===== src/rtl/frame_update_scheduler_pkg.sv =====
// Shared constants and types for the frame-synchronous physics/render sequencer.
// Init positions are reused by the physics and graphics blocks.
package frame_update_scheduler_pkg;

    localparam logic [11:0] DEF_PAD_INIT     = 12'd240;
    localparam logic [11:0] DEF_BALL_X_INIT  = 12'd320;
    localparam logic [11:0] DEF_BALL_Y_INIT  = 12'd240;
    localparam int          DEF_FRAME_DIV    = 1;
    localparam int          DEF_STEP_TIMEOUT = 4096;

    typedef struct packed {
        logic [11:0] pad_left;
        logic [11:0] pad_right;
        logic [11:0] ball_x;
        logic [11:0] ball_y;
    } pos_t;

    function automatic logic [7:0] sat_inc8(input logic [7:0] v);
        return (v == 8'hFF) ? v : v + 8'd1;
    endfunction

endpackage


===== src/rtl/frame_update_scheduler_step_watchdog.sv =====
// Cycle counter bounding how long a physics step request may stay open.
// Holds at LIMIT-1 once expired until cleared.
module step_watchdog #(
    parameter int LIMIT = 4096
) (
    input  logic clk,
    input  logic rst_n,
    input  logic clear,
    input  logic enable,
    output logic expired
);

    localparam int W = $clog2(LIMIT) + 1;

    logic [W-1:0] cnt;

    assign expired = (cnt == W'(LIMIT - 1));

    always_ff @(posedge clk or negedge rst_n) begin
        if (!rst_n) begin
            cnt <= '0;
        end else if (clear) begin
            cnt <= '0;
        end else if (enable && !expired) begin
            cnt <= cnt + W'(1);
        end
    end

endmodule


===== src/rtl/frame_update_scheduler.sv =====
// Issues a physics step every FRAME_DIV-th vblank and commits the returned
// positions to the renderer only while vblank is active.
module frame_update_scheduler
    import frame_update_scheduler_pkg::*;
#(
    parameter int          FRAME_DIV    = DEF_FRAME_DIV,
    parameter int          STEP_TIMEOUT = DEF_STEP_TIMEOUT,
    parameter logic [11:0] PAD_INIT     = DEF_PAD_INIT,
    parameter logic [11:0] BALL_X_INIT  = DEF_BALL_X_INIT,
    parameter logic [11:0] BALL_Y_INIT  = DEF_BALL_Y_INIT
) (
    input  logic        clk_vga,
    input  logic        rst,
    input  logic        vblank,
    input  logic        pause,
    output logic        step_req,
    input  logic        step_done,
    input  logic [11:0] nxt_pad_left,
    input  logic [11:0] nxt_pad_right,
    input  logic [11:0] nxt_ball_x,
    input  logic [11:0] nxt_ball_y,
    output logic [11:0] pad_left,
    output logic [11:0] pad_right,
    output logic [11:0] ball_x,
    output logic [11:0] ball_y,
    output logic [15:0] frame_cnt,
    output logic [7:0]  late_cnt,
    output logic [7:0]  timeout_cnt
);

    localparam logic [1:0] S_IDLE   = 2'd0;
    localparam logic [1:0] S_REQ    = 2'd1;
    localparam logic [1:0] S_COMMIT = 2'd2;
    localparam logic [1:0] S_PEND   = 2'd3;

    localparam int DW = $clog2(FRAME_DIV + 1);

    localparam pos_t POS_INIT = '{
        pad_left:  PAD_INIT,
        pad_right: PAD_INIT,
        ball_x:    BALL_X_INIT,
        ball_y:    BALL_Y_INIT
    };

    logic [1:0]    state;
    logic          vb_q;
    logic [DW-1:0] div;
    pos_t          pos_q;
    pos_t          shadow;
    pos_t          nxt;

    logic vs_rise;
    logic div_last;
    logic eligible;
    logic expired;

    assign vs_rise  = vblank && !vb_q;
    assign div_last = (div == DW'(FRAME_DIV - 1));
    assign eligible = vs_rise && div_last;
    assign step_req = (state == S_REQ);

    assign nxt = '{
        pad_left:  nxt_pad_left,
        pad_right: nxt_pad_right,
        ball_x:    nxt_ball_x,
        ball_y:    nxt_ball_y
    };

    assign pad_left  = pos_q.pad_left;
    assign pad_right = pos_q.pad_right;
    assign ball_x    = pos_q.ball_x;
    assign ball_y    = pos_q.ball_y;

    step_watchdog #(
        .LIMIT(STEP_TIMEOUT)
    ) u_watchdog (
        .clk    (clk_vga),
        .rst_n  (rst),
        .clear  (state == S_IDLE),
        .enable (state == S_REQ),
        .expired(expired)
    );

    // vb_q resets high so releasing reset mid-vblank is not seen as a start
    always_ff @(posedge clk_vga or negedge rst) begin
        if (!rst) begin
            state       <= S_IDLE;
            vb_q        <= 1'b1;
            div         <= '0;
            frame_cnt   <= '0;
            late_cnt    <= '0;
            timeout_cnt <= '0;
            pos_q       <= POS_INIT;
            shadow      <= POS_INIT;
        end else begin
            vb_q <= vblank;
            if (vs_rise) begin
                frame_cnt <= frame_cnt + 16'd1;
                div       <= div_last ? '0 : div + DW'(1);
            end
            unique case (state)
                S_IDLE: begin
                    if (eligible && !pause) state <= S_REQ;
                end
                S_REQ: begin
                    if (step_done) begin
                        shadow <= nxt;
                        if (vblank) begin
                            state <= S_COMMIT;
                        end else begin
                            state    <= S_PEND;
                            late_cnt <= sat_inc8(late_cnt);
                        end
                    end else if (expired) begin
                        timeout_cnt <= sat_inc8(timeout_cnt);
                        state       <= S_IDLE;
                    end
                end
                S_COMMIT: begin
                    // vblank may end exactly here; defer rather than tear
                    if (vblank) begin
                        pos_q <= shadow;
                        state <= S_IDLE;
                    end else begin
                        state    <= S_PEND;
                        late_cnt <= sat_inc8(late_cnt);
                    end
                end
                S_PEND: begin
                    if (vs_rise) begin
                        pos_q <= shadow;
                        state <= S_IDLE;
                    end
                end
                default: state <= S_IDLE;
            endcase
        end
    end

endmodule


===== config.mk =====
export PLATFORM = sky130hd
export DESIGN_NAME = frame_update_scheduler
export DESIGN_NICKNAME = d
export VERILOG_FILES = /design/src/rtl/frame_update_scheduler_pkg.sv /design/src/rtl/frame_update_scheduler_step_watchdog.sv /design/src/rtl/frame_update_scheduler.sv
export SDC_FILE = /design/constraint.sdc
export NUM_CORES = 1
export LEC_CHECK = 0
export ABC_CLOCK_PERIOD_IN_PS = 2400
export CORE_ASPECT_RATIO = 1.1
export CORE_MARGIN = 2
export CORE_UTILIZATION = 45
export CTS_BUF_LIST = sky130_fd_sc_hd__clkbuf_8
export DETAILED_ROUTE_END_ITERATION = 16
export PLACE_DENSITY = 0.76
export SLEW_MARGIN = 20
export SYNTH_ARGS = -nofsm -noshare
export SYNTH_HDL_FRONTEND = slang
export SYNTH_HIERARCHICAL = 1
export SYNTH_SLANG_ARGS = --single-unit

===== constraint.sdc =====
create_clock -name clk_vga -period 2.4 [get_ports clk_vga]
set_input_delay 0.36 -clock clk_vga [delete_from_list [all_inputs] [get_ports clk_vga]]
set_output_delay 0.36 -clock clk_vga [all_outputs]
set_load 0.005 [all_outputs]

Yosys cells after proc, flatten, opt, wreduce, memory -nomap -nowiden

Index checks and enable logic that the tools add are counted.

Word-level logic and storage cells: 67
Input bits: 53
Latch bits: 0
Memory bits (writable): 0
Output and inout bits: 81
Flip-flop bits (word level): 145
Bits in read-only memories: 0
Memories kept: 0

Bitwise operators: 3
Equal/unequal tests: 11
Reductions and logical operators: 16
Divide/modulo/power cells: 0
Multipliers: 0
$add $sub $neg: 5
Multiplexer cells: 17
$lt $le $gt $ge: 0
Shift-type cells: 0

Operators by type and width:

| kind                                                               | count |
|---|---|
| 48-bit two-way mux                                                 | 2 |
| 48-bit one-hot mux with 2 select lines                             | 1 |
| 13-bit two-way mux                                                 | 2 |
| 8-bit two-way mux                                                  | 3 |
| 16-bit by 1-bit adder with 16-bit output (second input constant)   | 1 |
| 8-bit by 1-bit adder with 8-bit output (second input constant)     | 2 |
| 8-bit == test (second input constant)                              | 2 |
| 8-bit one-hot mux with 2 select lines                              | 1 |
| 13-bit by 1-bit adder with 13-bit output (second input constant)   | 1 |
| 13-bit by 12-bit == test with 1-bit output (second input constant) | 1 |
| 2-bit two-way mux                                                  | 5 |
| 2-bit != test (second input constant)                              | 4 |
| 2-bit one-hot mux with 4 select lines                              | 1 |
| 3-bit AND reduction                                                | 2 |
| 2-bit nonzero test                                                 | 3 |
| 2-bit == test (second input constant)                              | 2 |
| 1-bit logical AND                                                  | 4 |
| 2-bit AND reduction                                                | 2 |
| 4-bit AND reduction                                                | 1 |
| 1-bit zero test                                                    | 3 |
| 3-bit != test (second input constant)                              | 1 |
| 1-bit NOT                                                          | 3 |
| 2-bit by 1-bit == test with 1-bit output (second input constant)   | 1 |
| 2-bit zero test                                                    | 1 |
| other kinds (2)                                                    | 3 |

Depth between registers and ports, before layout

Gate-level depths: netlist (run 1).

Word-level depth: 6
Depth in mapped cells: 7
Gate-level depth less buffers: 7

Hierarchy

Netlist (run 1), hierarchy kept.

Modules (own cells, without submodules):

| module                 | seq. area each (um2) | cells an instance | times used | area each (um2) |
|---|---|---|---|---|
| frame_update_scheduler | 3314.4               | 351               | 1          | 5277.6 |
| step_watchdog          | 325.3                | 72                | 1          | 750.7 |

Worst setup path before layout (run 1)

OpenSTA, ideal clock, no wires.

Path type: reg2reg
From: reg u_watchdog.cnt[0]
To: reg timeout_cnt[1]
Path buffers: 0
Slack: 0.243 ns
Cell stages (with the launch flop): 7
Data arrival time: 2.032 ns
Required time: 2.275 ns
Cells stage by stage: dfrtp_1 > ha_1 > nand4_1 > nor4_2 > nand4bb_1 > o21ba_2 > mux2_2

Cells in the longest elaborated chain, start to end: 2

RTL lines:

| item                                       | RTL line                                   | source |
|---|---|---|
| start, declared                            | frame_update_scheduler_step_watchdog.sv:15 | `logic [W-1:0] cnt;` |
| start signal, assigned                     | frame_update_scheduler_step_watchdog.sv:25 | `cnt <= cnt + W'(1);` |
| 13-bit by 12-bit == test with 1-bit output | frame_update_scheduler_step_watchdog.sv:17 | `assign expired = (cnt == W'(LIMIT - 1));` |
| via expired                                | frame_update_scheduler.sv:55               | `logic expired;` |
| 4-bit AND reduction (no source line)       | -                                          |  |
| end signal, assigned                       | frame_update_scheduler.sv:115              | `timeout_cnt <= sat_inc8(timeout_cnt);` |
| end, declared                              | frame_update_scheduler.sv:28               | `output logic [7:0] timeout_cnt` |

The timed path passes the listed nets, and every way through them passes these cells.
A chain may end at the register's enable or synchronous reset.

Final worst setup path (run 1)

From: reg u_watchdog.cnt[0]
To: reg timeout_cnt[6]

Same word-level chain as after synthesis.

==> results of run 1 <==
## cells in the final DEF (no fill, tap or decap), types with 3 or more instances in the layout
master,instances
sky130_fd_sc_hd__xor2_1,9
sky130_fd_sc_hd__nand4_1,11
sky130_fd_sc_hd__and3_1,10
sky130_fd_sc_hd__clkbuf_8,19
sky130_fd_sc_hd__nor3_1,6
sky130_fd_sc_hd__nand2b_1,7
sky130_fd_sc_hd__nand2_1,14
sky130_fd_sc_hd__clkdlybuf4s50_1,132
sky130_fd_sc_hd__dfrtp_1,115
sky130_fd_sc_hd__o21a_1,3
sky130_fd_sc_hd__dfstp_2,29
sky130_fd_sc_hd__o21ai_0,5
sky130_fd_sc_hd__buf_4,5
sky130_fd_sc_hd__a21oi_1,10
sky130_fd_sc_hd__nor2b_1,5
sky130_fd_sc_hd__inv_1,8
sky130_fd_sc_hd__xnor2_1,12
sky130_fd_sc_hd__nor2_1,13
sky130_fd_sc_hd__mux2_1,43
sky130_fd_sc_hd__buf_12,4
sky130_fd_sc_hd__ha_1,4
sky130_fd_sc_hd__nand3_1,14
sky130_fd_sc_hd__mux2_2,61
## routing by layer
metal	GRT usage	wire length, um	up-vias
met1	0.224	5050	1996
met2	0.303	6140	103
met5	0	0	-
li1	-	-	1826
met3	0.0533	616	25
met4	0.0904	342	0
## cell families (layout without fill, tap and decap cells)
kind of cell,Yosys count,after routing,synth area share
AOI/OAI and AO/OA,31,31,0.0394
and+or+nand+nor,102,102,0.103
buffers and inverters,15,176,0.0168
DFF,144,144,0.604
xor gates and xnor gates,21,21,0.0305
muxes,106,106,0.198
adders and majority gates,4,4,0.00830
## critical path, cell delays in order, from the launching register on
cell	delay [ns]
sky130_fd_sc_hd__dfrtp_1	0.46
sky130_fd_sc_hd__ha_1	0.27
sky130_fd_sc_hd__nand4_1	0.17
sky130_fd_sc_hd__nor4_2	0.25
sky130_fd_sc_hd__nand4bb_1	0.23
sky130_fd_sc_hd__nor2_1	0.18
sky130_fd_sc_hd__and3_1	0.19
sky130_fd_sc_hd__mux2_2	0.34
## state kept, by name (all words and copies together) (netlist names), 8 cells and up
signal	flops
ball_y	12
pad_left	12
frame_cnt	16
ball_x	12
shadow	48
timeout_cnt	8
u_watchdog/cnt	13
late_cnt	8
pad_right	12
## cell usage after synthesis (2+ instances only)
cell | instances | area share
sky130_fd_sc_hd__nand4_1 | 11 | 0.011
sky130_fd_sc_hd__ha_1 | 4 | 0.0083
sky130_fd_sc_hd__dfrtp_1 | 115 | 0.48
sky130_fd_sc_hd__o211a_1 | 2 | 0.0033
sky130_fd_sc_hd__mux2_1 | 43 | 0.080
sky130_fd_sc_hd__buf_2 | 8 | 0.0066
sky130_fd_sc_hd__nor2_1 | 13 | 0.0081
sky130_fd_sc_hd__buf_6 | 3 | 0.0056
sky130_fd_sc_hd__nand2b_1 | 7 | 0.0073
sky130_fd_sc_hd__mux2_2 | 61 | 0.11
sky130_fd_sc_hd__or4_1 | 2 | 0.0025
sky130_fd_sc_hd__nand3_1 | 15 | 0.012
sky130_fd_sc_hd__dfstp_2 | 29 | 0.13
sky130_fd_sc_hd__and4_1 | 2 | 0.0029
sky130_fd_sc_hd__or3_1 | 2 | 0.0021
sky130_fd_sc_hd__xnor2_1 | 12 | 0.017
sky130_fd_sc_hd__and4_2 | 2 | 0.0033
sky130_fd_sc_hd__buf_4 | 2 | 0.0025
sky130_fd_sc_hd__nand3b_1 | 2 | 0.0025
sky130_fd_sc_hd__and3_1 | 10 | 0.010
sky130_fd_sc_hd__nor2b_1 | 5 | 0.0052
sky130_fd_sc_hd__o21ai_0 | 5 | 0.0042
sky130_fd_sc_hd__a31oi_1 | 2 | 0.0021
sky130_fd_sc_hd__nor3_1 | 6 | 0.0050
sky130_fd_sc_hd__nand2_1 | 14 | 0.0087
sky130_fd_sc_hd__a21oi_1 | 10 | 0.0083
sky130_fd_sc_hd__o21a_1 | 3 | 0.0037
sky130_fd_sc_hd__and4b_1 | 2 | 0.0033
sky130_fd_sc_hd__xor2_1 | 9 | 0.013
## through the flow
step                instance area [um^2]  hold slack, ns  power [uW]  instances   util
floorplan                           6030          0.0644        5440        423      -
global placement                    7590           0.393        6900        712  0.577
detailed placement                  7590           0.402        7040        712  0.577
CTS                                 7970           0.471        8870        745  0.606
global route                        7970           0.474        9310        745  0.606
finish                              7970           0.471        8730        745  0.606
## power by group through the flow
stage          clock, uW  sequential (uW)  combinational [uW]
3_5_place_dp           0             4170                2870
5_1_grt             1960             4270                3080
3_3_place_gp           0             4100                2800
6_report            1790             4120                2810
2_1_floorplan          0             4090                1360
4_1_cts             1860             4140                2880
## cell type report
class | instances | area (um^2) | share of cell area
clock buffer | 19 | 262 | 0.0328
multi-input combinational | 264 | 2290 | 0.288
timing repair buffer | 143 | 1460 | 0.183
tap | 161 | 201 | 0.0253
inverter | 1 | 3.75 | 0.000471
clock inverter | 13 | 111 | 0.0140
sequential | 144 | 3640 | 0.457
## final timing paths
kind,startpoint,to,slack [ns],cells after the start
max,u_watchdog/cnt[0],timeout_cnt[6],0.20,7
min,rst,timeout_cnt[1],0.47,2
max reg2reg,u_watchdog/cnt[0],timeout_cnt[6],0.20,7
min reg2reg,frame_cnt[15],frame_cnt[15],0.48,1
max in group asynchronous,rst,ball_y[6],1.19,3
min in group clk_vga,frame_cnt[15],frame_cnt[15],0.48,1
## timing repair
action,in CTS,in global routing
hold buffers,1,0
hold endpoints to repair,58,0
setup endpoints to repair,0,0
==> flow_metrics.py, run 1 <==
metrics = {
    "drt": {
        "routed_wirelength_um": 12100,
        "drt_iter0_drc": 177,
        "route.detailed.drc": 0,
        "dr_total_vias": 3950,
        "avgViaCountPerCell": 5.30,
        "route.antenna.remaining_nets": 0,
        "drtPass1Iterations": 4,
        "wl_per_cell_um": 16.3,
    },
    "logic_synthesis": {
        "synthesis.area_um2": 6030,
        "syn-mean-instance-area_um2": 14.3,
        "yosysWarnings": 6,
        "most_instantiated_flip_flop_cell_in_the_synthesis_netlist": "sky130_fd_sc_hd__dfrtp_1",
        "ys_async_sr_fraction": 1.00,
        "netlist_instances": 423,
        "syn-num-nets": 480,
        "yosysUniqueCellTypes": 51,
        "ffs_latches_synth": 144,
        "synth_enable_flop_cells": 0,
        "synth_sequential_area_ratio": 0.604,
    },
    "global_routing": {
        "globalRouteTotalUtil": 0.185,
        "grt_first_pass_wirelength_um": 20600,
        "antenna_violations_before_repair": 0,
        "vias_in_the_first_global_route": 4142,
        "pin_count_of_the_biggest_net_entering_global_routing": 66,
        "grt_overflow_total": 0,
    },
    "sta": {
        "report.final.setup_viol": 0,
        "slew_viol_final": 0,
        "setup_slack_ns": 0.198,
        "hold_viol": 0,
        "maxClockFrequency_mhz": 454,
        "timing.final.crit_share": 0.917,
        "setup_total_negative_slack_ns": 0,
        "worst-slew-pin-transition_ns": 0.603,
        "max-slew-margin-rel": 0.595,
        "period_needed_ns": 2.20,
        "timing.clock.skew_ns": 0.0103,
        "grt_setup_unrepaired": "false",
    },
    "clock_network": {
        "clock_path_buffers": 2,
        "tritoncts.num_buffers": 17,
        "post_cts_buffers": 0,
        "clock_tree_from_tritoncts": "done",
        "root_buffer": "sky130_fd_sc_hd__clkbuf_8",
        "htree_levels": 4,
        "worstSkewPairLatency_ns": 0.45,
        "worst_setup_hold_path_clk_slew_ns": 0.07,
        "cts_sinks": 144,
        "post_cts_resized": 0,
    },
    "pwr": {
        "p_int_uw": 6350,
        "total_switching_power_uw": 2380,
        "vdd.ir_drop.worst_uv": 597,
        "p_sw_frac": 0.272,
        "share_clk_of_total_power": 0.205,
        "leakagePower_uw": 0.00344,
        "power-per-cell-area_nw_per_um2": 1100,
        "pwr-share-seq": 0.472,
        "comb_power_share": 0.322,
    },
    "setup_path": {
        "worst-endpoint-required_ns": 2.73,
        "critical_path_capture_point_type": "register",
        "crit_fanout": 5,
        "timing.critical_path.arrival_ns": 2.53,
        "timing.critical_path.from_type": "register",
        "critPathKind": "reg2reg",
    },
    "layout": {
        "layout-drive-gt1-share": 0.236,
        "antennaDiodeCount": 0,
        "layout.nets": 628,
        "area.growth.synth_to_final_pct": 32.2,
        "fill_cells": 1059,
    },
    "min_path": {
        "hold_class": "in2async",
    },
    "placement": {
        "weighted_congestion_at_the_end_of_routability_driven_global_placement": 0.855,
        "post_placement_setup_slack_ns": 0.211,
        "hpwlAfterDp_um": 8380,
        "buffer_ports.inserted": 133,
    },
    "floorplan": {
        "die_width_um": 114,
        "floorplan.initialDensity": 0.458,
        "floorplan.rows": 44,
        "die_area_um2": 14300,
        "coreArea_um2": 13200,
        "die_height_um": 125,
        "io_pins": 134,
    },
    "outcome": {
        "outcome": "finished, final reports clean",
    },
    "job": {
        "drv_cap": 0,
    },
}
Power figures use the tool's default switching activity.
==> run 2, diff against run 1 <==
--- a/config.mk
+++ b/config.mk
@@ -10,8 +10,10 @@
 export CORE_MARGIN = 2
 export CORE_UTILIZATION = 45
 export CTS_BUF_LIST = sky130_fd_sc_hd__clkbuf_8
+export CTS_CLUSTER_SIZE = 8
 export DETAILED_ROUTE_END_ITERATION = 16
 export PLACE_DENSITY = 0.76
+export SKIP_LAST_GASP = 1
 export SLEW_MARGIN = 20
 export SYNTH_ARGS = -nofsm -noshare
 export SYNTH_HDL_FRONTEND = slang
==> results of run 2 <==
No change in the layout: final DEF, timing and power equal those of run 1.
==> run 3, diff against run 2 <==
--- a/config.mk
+++ b/config.mk
@@ -6,13 +6,13 @@
 export NUM_CORES = 1
 export LEC_CHECK = 0
 export ABC_CLOCK_PERIOD_IN_PS = 2400
-export CORE_ASPECT_RATIO = 1.1
 export CORE_MARGIN = 2
 export CORE_UTILIZATION = 45
 export CTS_BUF_LIST = sky130_fd_sc_hd__clkbuf_8
 export CTS_CLUSTER_SIZE = 8
 export DETAILED_ROUTE_END_ITERATION = 16
 export PLACE_DENSITY = 0.76
+export SETUP_SLACK_MARGIN = 0.3
 export SKIP_LAST_GASP = 1
 export SLEW_MARGIN = 20
 export SYNTH_ARGS = -nofsm -noshare
==> flow_metrics.py, run 3 (synthesized netlist as in run 1, its figures left out) <==
metrics = {
    "setup_path": {
        "timing.critical_path.arrival_ns": 2.35,
        "timing.critical_path.from_type": "register",
        "worst-endpoint-required_ns": 2.73,
        "critPathKind": "reg2reg",
        "crit_fanout": 5,
        "critical_path_capture_point_type": "register",
        "cp_slowest_cell": "sky130_fd_sc_hd__dfrtp_1",
        "worst_path_largest_cell_delay_ns": 0.44,
        "path_cells": "nand4_4 -> nor4_4 -> nand4bb_1 -> nor2_1 -> and3_1 -> mux2_2",
    },
    "floorplan": {
        "floorplan.initialDensity": 0.459,
        "die_width_um": 120,
        "coreArea_um2": 13100,
        "io_pins": 134,
        "die_height_um": 120,
        "die_area_um2": 14300,
        "floorplan.rows": 42,
    },
    "drt": {
        "drtPass1Iterations": 4,
        "avgViaCountPerCell": 5.17,
        "route.antenna.remaining_nets": 0,
        "route.detailed.drc": 0,
        "routed_wirelength_um": 12300,
        "dr_total_vias": 3973,
        "drt_iter0_drc": 179,
        "wl_per_cell_um": 16.0,
    },
    "pwr": {
        "vdd.ir_drop.worst_uv": 593,
        "total_switching_power_uw": 2480,
        "comb_power_share": 0.328,
        "leakagePower_uw": 0.00346,
        "pwr-share-seq": 0.461,
        "power-per-cell-area_nw_per_um2": 1090,
        "p_sw_frac": 0.280,
        "share_clk_of_total_power": 0.211,
        "p_int_uw": 6380,
    },
    "sta": {
        "final.hold.worst_slack_ns": 0.0126,
        "hold_viol": 0,
        "report.final.setup_viol": 0,
        "max-slew-margin-rel": 0.500,
        "timing.final.crit_share": 0.840,
        "period_needed_ns": 2.02,
        "slew_viol_final": 0,
        "maxClockFrequency_mhz": 496,
        "worst-slew-pin-transition_ns": 0.749,
        "timing.clock.skew_ns": 0.0114,
        "grt_setup_unrepaired": "true",
        "setup_total_negative_slack_ns": 0,
    },
    "min_path": {
        "hold_class": "in2async",
    },
    "placement": {
        "hpwlAfterDp_um": 8110,
        "weighted_congestion_at_the_end_of_routability_driven_global_placement": 0.787,
        "buffer_ports.inserted": 133,
        "place.detailed.instances": 728,
    },
    "global_routing": {
        "grt_first_pass_wirelength_um": 20400,
        "vias_in_the_first_global_route": 4198,
        "pin_count_of_the_biggest_net_entering_global_routing": 145,
        "antenna_violations_before_repair": 0,
        "grt_overflow_total": 0,
        "globalRouteTotalUtil": 0.182,
    },
    "job": {
        "drv_cap": 0,
    },
    "clock_network": {
        "worstSkewPairLatency_ns": 0.45,
        "cts-hold-fix-buffers": 0,
        "htree_levels": 4,
        "clock_tree_from_tritoncts": "done",
        "root_buffer": "sky130_fd_sc_hd__clkbuf_8",
        "worst_setup_hold_path_clk_slew_ns": 0.08,
        "tritoncts.num_buffers": 17,
        "cts_sinks": 144,
        "clock_path_buffers": 2,
    },
    "outcome": {
        "outcome": "finished, final reports clean",
    },
    "layout": {
        "area.growth.synth_to_final_pct": 34.2,
        "layout.nets": 636,
        "flip_flop_count_of_the_largest_register_all_copies_and_words_added": 48,
        "layout-drive-gt1-share": 0.272,
        "leading_cell_type_in_the_layout_fill_and_taps_excluded": "sky130_fd_sc_hd__clkdlybuf4s50_1",
        "layout.cells.most_common_list": "132 x sky130_fd_sc_hd__clkdlybuf4s50_1, 110 x sky130_fd_sc_hd__dfrtp_1, 61 x sky130_fd_sc_hd__mux2_2",
        "reg_top3": "shadow (48), frame_cnt (16), u_watchdog/cnt (13)",
        "max_flop_register": "shadow",
        "antennaDiodeCount": 0,
        "fill_cells": 1000,
        "final_cells": 768,
    },
}
-- run 3: changes by cell type in the layout (fill, tap and decap cells not counted), sizes merged --
cell | before | now
inv | 8 | 5
buf | 10 | 19
dlygate4sd3 | 1 | 0
clkinv | 2 | 6
clkbuf | 19 | 18
-- run 3: area by class of cell --
type | count | area [um^2] | share of cell area
Multi-Input combinational cell | 264 | 2340 | 0.289
Tap cell | 176 | 220 | 0.0272
Clock inverter | 14 | 141 | 0.0175
Inverter | 1 | 3.75 | 0.000464
Timing Repair Buffer | 151 | 1490 | 0.184
Sequential cell | 144 | 3650 | 0.451
Clock buffer | 18 | 248 | 0.0306
-- run 3: power by group through the flow --
stage                     Sequential, uW  Clock (uW)  Combinational, uW
after floorplan                     4090           0               1360
after global placement              4070           0               2800
after detailed placement            4150           0               2890
after CTS                           4090        1940               2950
after global routing                4220        2040               3150
final                               4080        1870               2900
-- run 3: worst paths after layout --
path	start	to	slack (ns)	cells past startpoint
worst max-delay path	u_watchdog/cnt[10]	timeout_cnt[6]	0.38	6
worst min-delay path	rst	frame_cnt[9]	0.01	2
worst max register to register	u_watchdog/cnt[10]	timeout_cnt[6]	0.38	6
worst min register to register	frame_cnt[15]	frame_cnt[15]	0.47	1
max in group asynchronous	rst	u_watchdog/cnt[1]	1.81	2
min in group clk_vga	frame_cnt[15]	frame_cnt[15]	0.47	1
-- run 3: worst max-delay path: cells and delay by family, from the launching register on --
family        cells  cell delay [ns]
mux               1             0.33
simple gates      5             1.13
flops             1             0.44
-- run 3: timing repair --
item	CTS	global route
endpoints found under the setup margin	7	8
endpoints found under the hold margin	0	0
pin swaps	5	2
resized for setup	5	7
setup buffers	8	0
-- run 3: per-stage QoR --
step                setup WS [ns]  area, um^2  power, uW  utilization
floorplan                   0.285        6040       5440            -
global placement            0.269        7600       6870        0.578
detailed placement          0.161        7600       7040        0.578
CTS                         0.319        8070       8990        0.614
global route                0.253        8090       9410        0.616
finish                      0.384        8090       8860        0.616
-- run 3: layer usage --
layer | part of all wire | vias up | global-route usage
met5 | 0 | - | 0
met4 | 0.022 | 0 | 0.0846
met3 | 0.055 | 23 | 0.0580
met2 | 0.48 | 106 | 0.293
met1 | 0.44 | 2004 | 0.225
li1 | - | 1840 | -
